<file path="src/rtl/cache_ctrl_dm.sv">
// Direct-mapped, write-through, no-write-allocate cache controller between a CPU handshake and a RAM.
// Optional hit/miss counters are built when CACHE_STATS_EN is defined.
module cache_ctrl_dm #(
   parameter int ADDR_W  = 10,
   parameter int DATA_W  = 32,
   parameter int INDEX_W = 4,
   parameter int MEM_LAT = 1
) (
   input  logic              clk,
   input  logic              gen_reset,
   input  logic              cpu_req,
   input  logic              cpu_we,
   input  logic [ADDR_W-1:0] cpu_addr,
   input  logic [DATA_W-1:0] cpu_wdata,
   output logic              cpu_ready,
   output logic [DATA_W-1:0] cpu_rdata,
   output logic              cpu_hit,
   output logic              mem_we,
   output logic              mem_re,
   output logic [ADDR_W-1:0] mem_addr,
   output logic [DATA_W-1:0] mem_wdata,
   input  logic [DATA_W-1:0] mem_rdata
`ifdef CACHE_STATS_EN
   ,
   output logic [15:0]       hit_cnt,
   output logic [15:0]       miss_cnt
`endif
);

   localparam int LINES = 2 ** INDEX_W;
   localparam int TAG_W = ADDR_W - INDEX_W;
   localparam int CNT_W = (MEM_LAT > 0) ? $clog2(MEM_LAT + 1) : 1;
   localparam logic [CNT_W-1:0] CNT_LAST = CNT_W'(MEM_LAT);

   typedef enum logic [1:0] {IDLE, READ_MEM, WRITE_MEM, RESP} state_t;

   state_t              state_q, state_d;
   logic [LINES-1:0]    valid_q, valid_d;
   logic [ADDR_W-1:0]   addr_q, addr_d;
   logic [DATA_W-1:0]   wdata_q, wdata_d;
   logic [DATA_W-1:0]   rdata_q, rdata_d;
   logic                hit_q, hit_d;
   logic [CNT_W-1:0]    cnt_q, cnt_d;

   logic [TAG_W-1:0]    tag_mem  [LINES];
   logic [DATA_W-1:0]   data_mem [LINES];

   logic [INDEX_W-1:0]  req_idx;
   logic [TAG_W-1:0]    req_tag;
   logic                lookup_hit;
   logic [INDEX_W-1:0]  line_idx;
   logic                line_we;
   logic                tag_we;
   logic [DATA_W-1:0]   line_data;

   assign req_idx    = cpu_addr[INDEX_W-1:0];
   assign req_tag    = cpu_addr[ADDR_W-1:INDEX_W];
   assign lookup_hit = valid_q[req_idx] && (tag_mem[req_idx] == req_tag);
   assign line_idx   = addr_q[INDEX_W-1:0];

   always_ff @(posedge clk or posedge gen_reset) begin
      if (gen_reset) begin
         state_q <= IDLE;
      end else begin
         state_q <= state_d;
      end
   end

   always_comb begin
      state_d = state_q;
      case (state_q)
         IDLE: begin
            if (cpu_req) begin
               if (cpu_we)          state_d = WRITE_MEM;
               else if (lookup_hit) state_d = RESP;
               else                 state_d = READ_MEM;
            end
         end
         READ_MEM:  if (cnt_q == CNT_LAST) state_d = RESP;
         WRITE_MEM: state_d = RESP;
         RESP:      state_d = IDLE;
         default:   state_d = IDLE;
      endcase
   end

   always_comb begin
      valid_d   = valid_q;
      addr_d    = addr_q;
      wdata_d   = wdata_q;
      rdata_d   = rdata_q;
      hit_d     = hit_q;
      cnt_d     = cnt_q;
      line_we   = 1'b0;
      tag_we    = 1'b0;
      line_data = mem_rdata;
      case (state_q)
         IDLE: begin
            if (cpu_req) begin
               addr_d  = cpu_addr;
               wdata_d = cpu_wdata;
               hit_d   = lookup_hit;
               cnt_d   = '0;
               if (!cpu_we && lookup_hit) rdata_d = data_mem[req_idx];
               // The victim line stays invalid until its refill completes.
               if (!cpu_we && !lookup_hit) valid_d[req_idx] = 1'b0;
            end
         end
         READ_MEM: begin
            cnt_d = cnt_q + CNT_W'(1);
            if (cnt_q == CNT_LAST) begin
               rdata_d           = mem_rdata;
               valid_d[line_idx] = 1'b1;
               line_we           = 1'b1;
               tag_we            = 1'b1;
            end
         end
         WRITE_MEM: begin
            if (hit_q) begin
               line_we   = 1'b1;
               line_data = wdata_q;
            end
         end
         default: ;
      endcase
   end

   always_ff @(posedge clk or posedge gen_reset) begin
      if (gen_reset) begin
         valid_q <= '0;
         addr_q  <= '0;
         wdata_q <= '0;
         rdata_q <= '0;
         hit_q   <= 1'b0;
         cnt_q   <= '0;
      end else begin
         valid_q <= valid_d;
         addr_q  <= addr_d;
         wdata_q <= wdata_d;
         rdata_q <= rdata_d;
         hit_q   <= hit_d;
         cnt_q   <= cnt_d;
      end
   end

   always_ff @(posedge clk) begin
      if (line_we) data_mem[line_idx] <= line_data;
      if (tag_we)  tag_mem[line_idx]  <= addr_q[ADDR_W-1:INDEX_W];
   end

   always_comb begin
      cpu_ready = (state_q == RESP);
      cpu_hit   = (state_q == RESP) && hit_q;
      cpu_rdata = rdata_q;
      mem_re    = (state_q == READ_MEM);
      mem_we    = (state_q == WRITE_MEM);
      mem_addr  = (state_q == READ_MEM || state_q == WRITE_MEM) ? addr_q : '0;
      mem_wdata = (state_q == WRITE_MEM) ? wdata_q : '0;
   end

`ifdef CACHE_STATS_EN
   logic [15:0] hit_cnt_q, hit_cnt_d;
   logic [15:0] miss_cnt_q, miss_cnt_d;

   always_comb begin
      hit_cnt_d  = hit_cnt_q;
      miss_cnt_d = miss_cnt_q;
      if (state_q == RESP) begin
         if (hit_q && hit_cnt_q != 16'hFFFF)         hit_cnt_d  = hit_cnt_q + 16'd1;
         else if (!hit_q && miss_cnt_q != 16'hFFFF)  miss_cnt_d = miss_cnt_q + 16'd1;
      end
   end

   always_ff @(posedge clk or posedge gen_reset) begin
      if (gen_reset) begin
         hit_cnt_q  <= '0;
         miss_cnt_q <= '0;
      end else begin
         hit_cnt_q  <= hit_cnt_d;
         miss_cnt_q <= miss_cnt_d;
      end
   end

   assign hit_cnt  = hit_cnt_q;
   assign miss_cnt = miss_cnt_q;
`endif

endmodule

</file>
<file path="config.mk">
export PLATFORM = sky130hd
export DESIGN_NAME = cache_ctrl_dm
export DESIGN_NICKNAME = d
export VERILOG_FILES = /design/src/rtl/cache_ctrl_dm.sv
export SDC_FILE = /design/constraint.sdc
export NUM_CORES = 1
export LEC_CHECK = 0
export CORE_ASPECT_RATIO = 1.25
export CORE_MARGIN = 1.5
export CORE_UTILIZATION = 64
export DETAILED_ROUTE_END_ITERATION = 16
export PLACE_DENSITY = 0.88
export SLEW_MARGIN = 10
export SYNTH_ARGS = -nofsm -noshare
export SYNTH_HDL_FRONTEND = slang
export SYNTH_SLANG_ARGS = --single-unit
</file>
<file path="constraint.sdc">
create_clock -name clk -period 6 [get_ports clk]
set_input_delay 1.2 -clock clk [delete_from_list [all_inputs] [get_ports clk]]
set_output_delay 1.2 -clock clk [all_outputs]
set_load 0.01 [all_outputs]
</file>
# Word level (Yosys, flattened, before mapping)
# Memories as Yosys holds them, arrays and structs flattened.
# Index checks and enable logic that the tools add are counted.
classes:
  n_eq_ne: 8
  reduce_logical: 16
  bitwise_logic: 3
  n_mux: 33
  n_addsub: 1
  magnitude_cmp: 4
ops:
  columns: ["op", "n"]
  rows:
  - ["$mux W32", 6]
  - ["$pmux W32 S2", 1]
  - ["$mux W16", 3]
  - ["$pmux W16 S2", 1]
  - ["$and A16 B16 Y16", 1]
  - ["$not A16 Y16", 1]
  - ["$or A16 B16 Y16", 1]
  - ["$mux W1", 11]
  - ["$lt A4 B5 Y1 const B", 2]
  - ["$mux W10", 1]
  - ["$demux W1 S4", 2]
  - ["$ge A4 B1 Y1 const B", 2]
  - ["$mux W2", 4]
  - ["$pmux W2 S4", 1]
  - ["$reduce_and A4 Y1", 2]
  - ["$eq A6 B6 Y1", 1]
  - ["$logic_and A1 B1 Y1", 6]
  - ["$ne A2 B2 Y1 const B", 3]
  - ["$reduce_and A2 Y1", 3]
  - ["$bmux W1 S4", 1]
  - ["$eq A2 B2 Y1 const B", 2]
  - ["$pmux W1 S2", 2]
  - ["$eq A2 B1 Y1 const B", 1]
  - ["$logic_not A1 Y1", 2]
  - ["5 further kinds", 5]
word_totals:
  ram_bits: 608
  n_memories: 2
  wordCells: 74
  regBits: 94
mem_list:
  columns: ["name", "words", "word_bits", "read_ports", "rd_ports_with_merged_regs", "wr", "line_no", "text"]
  rows:
  - ["data_mem", 16, 32, 1, 0, 1, "46", "logic [DATA_W-1:0] data_mem [LINES];"]
  - ["tag_mem", 16, 6, 1, 0, 1, "45", "logic [TAG_W-1:0] tag_mem [LINES];"]

# Logic depth before layout (Yosys ltp)
# Gate-level depths: netlist of run 1.
depth:
  word_depth: 9
  ltp_mapped: 13
  depth_no_buf: 7

# Worst setup path after synthesis of run 1
# OpenSTA, ideal clock, no wires.
synth_path:
  kind: "input to register"
  from: "in cpu_addr[1]"
  to: "reg rdata_q[19], in the netlist cpu_rdata[19]"
  arrival_ns: 3.818
  setup_slack_ns: 2.057
  cell_stages: 11
  path_cell_list: "buf_6 -> buf_6 -> buf_2 -> buf_2 -> buf_1 -> buf_1 -> mux4_2 -> mux4_2 -> nand2_1 -> nand2_1 -> mux2_4"
synth_via:
  elab_chain_cells: 6
  word_cells_on_any_way: 12
  cone_classes: "eq/ne: 2; mux: 5; reduce/logical: 3; memory: 2"
synth_lines:
  columns: ["item", "line_no", "text"]
  rows:
  - ["start: declaration", "13", "input logic [ADDR_W-1:0] cpu_addr,"]
  - ["$mem_v2 Z16 W6 / $bmux W1 S4 (equally long branches)", null, null]
  - ["$eq A6 B6 Y1 / $mux W1 (equally long branches)", "58", "assign lookup_hit = valid_q[req_idx] && (tag_mem[req_idx] == req_tag);"]
  - ["$logic_and A1 B1 Y1", "58", null]
  - ["$logic_and A1 B1 Y1", "103", "if (!cpu_we && lookup_hit) rdata_d = data_mem[req_idx];"]
  - ["$ne A2 B2 Y1 (no line)", null, null]
  - ["$reduce_and A4 Y1 (no line)", null, null]
  - ["end signal: assignment", "139", "rdata_q <= rdata_d;"]
  - ["end: declaration", "41", "logic [DATA_W-1:0] rdata_q, rdata_d;"]
# Several ways; a longest one is shown, not always the timed one. The select of a mux whose other input is x is not followed.
# A chain may end at the register's enable or synchronous reset.

# Worst setup path after layout of run 1
layout_path:
  from: "reg state_q[1]"
  to: "mem data_mem[5][14] (enable)"
layout_via:
  elab_chain_cells: 4
  word_cells_on_any_way: 5
  cone_classes: "eq/ne: 2; mux: 3"
layout_lines:
  columns: ["item", "line_no", "text"]
  rows:
  - ["start: declaration", "37", "state_t state_q, state_d;"]
  - ["start signal: assignment", "65", "state_q <= state_d;"]
  - ["$eq A2 B2 Y1 / $eq A2 B1 Y1 (equally long branches)", "96", "case (state_q)"]
  - ["$pmux W1 S2 (*)", "96", null]
  - ["$mux W1 (*)", "146", "if (line_we) data_mem[line_idx] <= line_data;"]
  - ["$mux W1 (not written as such) (*)", "146", null]
  - ["end: declaration", "46", null]
# Mark *: on every way between the ends. The rest lies on a longest branch, timed or not.

==> results.yml, run 1 <==
run_status:
  status: "completed"
yosys:
  ys_warn_count: 0
  syn_inst: 1414
  synth_seq_cells: 702
  ys_types: 36
  synth_top_area_cell: "edfxtp_1"
  syn_area_sq_um: 28300
  ys_seq_area_share_pct: 73.0
  yosys-top-cells-area: "edfxtp_1 (65%), mux4_2 (15%), dfrtp_1 (8.3%)"
  synth_nets: 1496
  avgSynthCellArea_sq_um: 20.0
  async_reset_ff_share_pct: 13.4
  synth_edf_count: 608
  ys.flop_type: "edfxtp_1"
  netlist.area_leader.share_pct: 64.6
placement:
  gp_congestion: 0.845
  place_hpwl_um: 38500
  portBuffers: 155
clock_network:
  ctsHoldBuffers: 0
  insertion_delay_ns: 0.61
  cts_tree: "yes"
  cts_sinks: 702
  cts_root_buf: "clkbuf_16"
  cts-resized-gates: 0
  h-tree-depth: 2
  clk_pin_slew_ns: 0.06
  clockBufferDepth: 3
  cts_buffers: 61
  post_cts_buffers: 0
worst_setup_path:
  critical_path_required_ns: 6.27
  crit_type: "register to register"
  end_kind: "register"
  critPathMaxFanout: 38
  reg2reg_depth: 8
  rrSetupSlack_ns: 1.54
  startpoint_type: "register"
  worstPathArrival_ns: 4.73
  timing.rr.end: "data_mem[5][14]"
  r2r-start: "state_q[1]"
layout:
  mostFrequentLayoutCells: "edfxtp_1 (608), mux4_2 (187), clkdlybuf4s50_1 (151)"
  fin_nets: 1667
  final_common_cell: "edfxtp_1"
  area_growth_pct: 15.2
  drive_above_1_share_pct: 27.2
  fillers: 2269
  register_area_sq_um: 20600
  multiInputGateArea_sq_um: 7360
drt:
  wl_per_cell_um: 32.4
  drtIter0Drc: 1897
  m1WireLength_um: 23900
  via_per_inst: 6.89
  drc: 0
  firstDrtPassIters: 5
  top_layer: "met4"
  via_count: 15183
  wl_met3_um: 6910
  wirelength_um: 71500
  ant_nets: 0
  route.met2.wl_um: 36800
global_route:
  grt_pass1_wl_um: 105000
  grt_antenna_before_repair: 1
  grt_overflow: 0
  grt_max_degree: 75
  grt.total_usage_pct: 32.7
  grt_pass1_vias: 15990
die:
  die_h_um: 238
  io_pins: 156
  rows: 85
  die_w_um: 191
  dieArea_sq_um: 45400
  initial_core_util_pct: 65.3
  core_sq_um: 43300
power:
  ir_drop_mv: 0.371
  power.leakage_uw: 0.0110
  p_per_area_nw_per_um2: 386
sta:
  drv_slew: 0
  relSlewSlack_pct: 14.6
  skew_ns: 0.0187
  min_period_ns: 4.46
  rsz0062_at_grt: "false"
  whs_ns: 0.515
  finalSetupViolations: 0
  worst_pin_slew_ns: 1.28
  setup_tns_ns: 0
  finalCritPeriodShare_pct: 74.3
  hold_viol_final: 0
  max_freq_mhz: 224
hold_path:
  min_path_type: "register to register"
  min_from: "valid_q[2]"
  hold_depth: 2
  holdPathEnd: "valid_q[2]"
flow_run:
  max_cap_violations: 0
[state kept, by name (all words and copies together) (netlist names)]
signal and flops:
hit_q 1, state_q 2, data_mem 512, cpu_rdata 32, wdata_q 32, valid_q 16
tag_mem 96, cnt_q 1, addr_q 10
[worst max-delay path by stage]
stage	start	endpoint	depth (start not counted)
floorplan	cpu_addr[1]	cpu_rdata[19]	11
global placement	cpu_addr[1]	cpu_rdata[5]	8
detailed placement	cpu_addr[1]	cpu_rdata[5]	8
CTS	state_q[1]	data_mem[5][14]	8
global route	state_q[1]	data_mem[5][18]	8
finish	state_q[1]	data_mem[5][14]	8
[cells by family (layout without fill, tap and decap cells)]
logic type	count (synthesis)	in the layout	share of synthesized area, %
adders and majority gates	4	4	0.177
muxes	307	307	20.0
buffers and inverters	94	317	1.48
and+or+nand+nor	251	251	4.04
xor gates and xnor gates	6	6	0.186
DFF	702	702	73.0
other	0	1	0
AOI/OAI and AO/OA	50	50	1.13
[cells in the mapped netlist, drive strengths merged (5+ instances only)]
library cell	n
mux4	187
a21oi	13
nor2b	10
o21ai	14
o22ai	12
nand2	112
buf	38
mux2	107
nor2	50
nand4	5
dfrtp	94
mux2i	13
nand3	21
inv	15
clkbuf	41
edfxtp	608
a22oi	6
and2	45
[report_power, final]
part           internal, uW  switching [uW]  leakage (uW)
Combinational          1190            1260       0.00340
Clock                  2200            1750      0.000949
Sequential             5790             393       0.00660
[layer usage]
metal	vias to the layer above	GRT usage, %
met1	7814	42.1
met5	-	0
li1	5996	-
met3	239	5.02
met2	1134	54.2
met4	0	17.6
[stage by stage]
step	setup WS [ns]	total power (uW)	area [sq um]	cells	util, %
after floorplan	2.06	7450	28300	1414	-
after global placement	1.29	8520	30500	2087	70.6
after detailed placement	1.24	8640	30500	2087	70.6
after CTS	1.63	12600	32500	2202	75.2
after global routing	1.39	12900	32500	2203	75.2
final	1.54	12600	32500	2203	75.2
[worst max-delay path, stage by stage, from the launching register on]
cell and delay [ns]:
dfrtp_1 0.43, inv_1 0.11, ha_2 1.04, nand2_1 0.74, nand2_1 0.21, nand2_1 0.08
buf_4 0.30, nor2_4 0.75, buf_4 0.43
[final cells by class]
cell class,count,area share (%)
Sequential cell,702,63.3
Multi-Input combinational cell,618,22.6
Timing Repair Buffer,187,5.57
Clock buffer,82,5.06
Tap cell,565,2.17
Clock inverter,33,1.07
Inverter,15,0.181
Antenna cell,1,0.00769
Note: power is estimated with default switching activity, not from simulation.
==> run 2: changes to the inputs <==
CORE_UTILIZATION = 54   (was 64)
PLACE_DENSITY = 0.79   (was 0.88)
clock period = 3.8 ns   (was 6 ns; I/O delays follow)
==> run 2 against run 1 <==
First-iteration DRC count down 6.0%. Cell count rose by 5.5%. Largest power group unchanged. Clock skew grew 0.014 ns. Sequential cell count stayed put. Largest cell class unchanged. Global-route usage shrank 7.1 points.
==> results.yml, run 2 (synthesis gave the netlist of run 1 again) <==
global_route:
  grt_pass1_vias: 15504
  grt_pass1_wl_um: 100000
  grt_antenna_before_repair: 0
  grt_max_degree: 60
  grt_overflow: 0
  grt.total_usage_pct: 25.6
drt:
  drtIter0Drc: 1784
  ant_nets: 0
  wl_per_cell_um: 28.7
  drc: 0
  via_count: 14604
  via_per_inst: 6.28
  wirelength_um: 66600
  firstDrtPassIters: 6
clock_network:
  clk_pin_slew_ns: 0.06
  h-tree-depth: 3
  insertion_delay_ns: 0.60
  cts_root_buf: "clkbuf_16"
  ctsHoldBuffers: 0
  cts_sinks: 702
  cts_tree: "yes"
  cts-resized-gates: 0
  post_cts_buffers: 0
  cts_buffers: 66
  clockBufferDepth: 3
layout:
  top_register: "data_mem"
  mostFrequentLayoutCells: "edfxtp_1 (608), mux4_2 (187), clkdlybuf4s50_1 (151)"
  fin_cells: 2325
  fin_nets: 1692
  largest_registers: "data_mem: 512 flops, tag_mem: 96 flops"
  antennaDiodeCount: 0
  largest_reg_flops: 512
  final_common_cell: "edfxtp_1"
  drive_above_1_share_pct: 28.3
  area_growth_pct: 17.4
worst_setup_path:
  worstPathArrival_ns: 2.75
  critPathMaxFanout: 22
  end_kind: "output pin"
  critical_path_required_ns: 3.04
  r2r-start: "tag_mem[0][1]"
  startpoint: "state_q[1]"
  startpoint_type: "register"
  crit_type: "register to output pin"
die:
  rows: 93
  die_w_um: 208
  dieArea_sq_um: 53700
  io_pins: 156
  core_sq_um: 51700
  initial_core_util_pct: 54.7
  die_h_um: 259
sta:
  finalCritPeriodShare_pct: 92.3
  hold_viol_final: 0
  setup_tns_ns: 0
  drv_slew: 0
  relSlewSlack_pct: 33.7
  worst_pin_slew_ns: 0.991
  max_freq_mhz: 285
  finalSetupViolations: 0
  min_period_ns: 3.51
  rsz0062_at_grt: "false"
  skew_ns: 0.0324
placement:
  place_hpwl_um: 36400
  dp.cells: 2207
  portBuffers: 155
  gp_congestion: 0.872
run_status:
  status: "completed"
flow_run:
  max_cap_violations: 0
power:
  p_per_area_nw_per_um2: 611
  ir_drop_mv: 0.470
  power.leakage_uw: 0.0112
hold_path:
  min_from: "cpu_rdata[18]"
  min_path_type: "register to register"
[run 2: cell type report]
cell class              instances  area, sq um
inverters                      15         58.8
well taps                     665          832
flip-flops and latches        702        20600
clock inverters                33          404
multi-input cells             618         7360
fillers                      3380        18500
repair buffers                207         2100
clock buffers                  85         1800
[run 2: final timing paths]
check	to	slack, ns	cells past startpoint
max	mem_re	0.29	4
min	cpu_rdata[18]	0.51	1
max reg2reg	cpu_rdata[31]	0.74	8
min reg2reg	cpu_rdata[18]	0.51	1
max in group asynchronous	wdata_q[24]	2.42	3
min in group asynchronous	cpu_rdata[15]	0.60	2
[run 2: stage by stage]
step	hold slack [ns]	worst slack, ns	power (uW)	area (sq um)	util, %
after floorplan	0.464	0.297	11800	28300	-
after global placement	0.491	0.134	13500	31000	59.9
after detailed placement	0.494	0.0582	13600	31000	59.9
after CTS	0.510	0.258	20400	33200	64.2
after global routing	0.532	0.188	21000	33200	64.2
final	0.506	0.293	20300	33200	64.2
[run 2: worst max-delay path, stage by stage, from the launching register on]
cell	delay [ns]
dfrtp_1	0.42
inv_1	0.10
ha_2	0.54
buf_4	0.47
clkdlybuf4s50_1	0.62
[run 2: routing by layer]
metal	global-route usage (%)	up-vias	share of wire, %
met2	43.4	784	52
met4	11.0	0	3.5
li1	-	6047	-
met1	33.1	7631	37
met5	0	-	0
met3	4.29	142	8.5
[run 2: power by group]
part / total (uW) / leakage, uW / switching, uW / internal [uW]
sequential: 9710 / 0.00660 / 571 / 9140
clock: 6750 / 0.00106 / 2780 / 3960
combinational: 3810 / 0.00354 / 1890 / 1920
total: 20300 / 0.0112 / 5240 / 15000
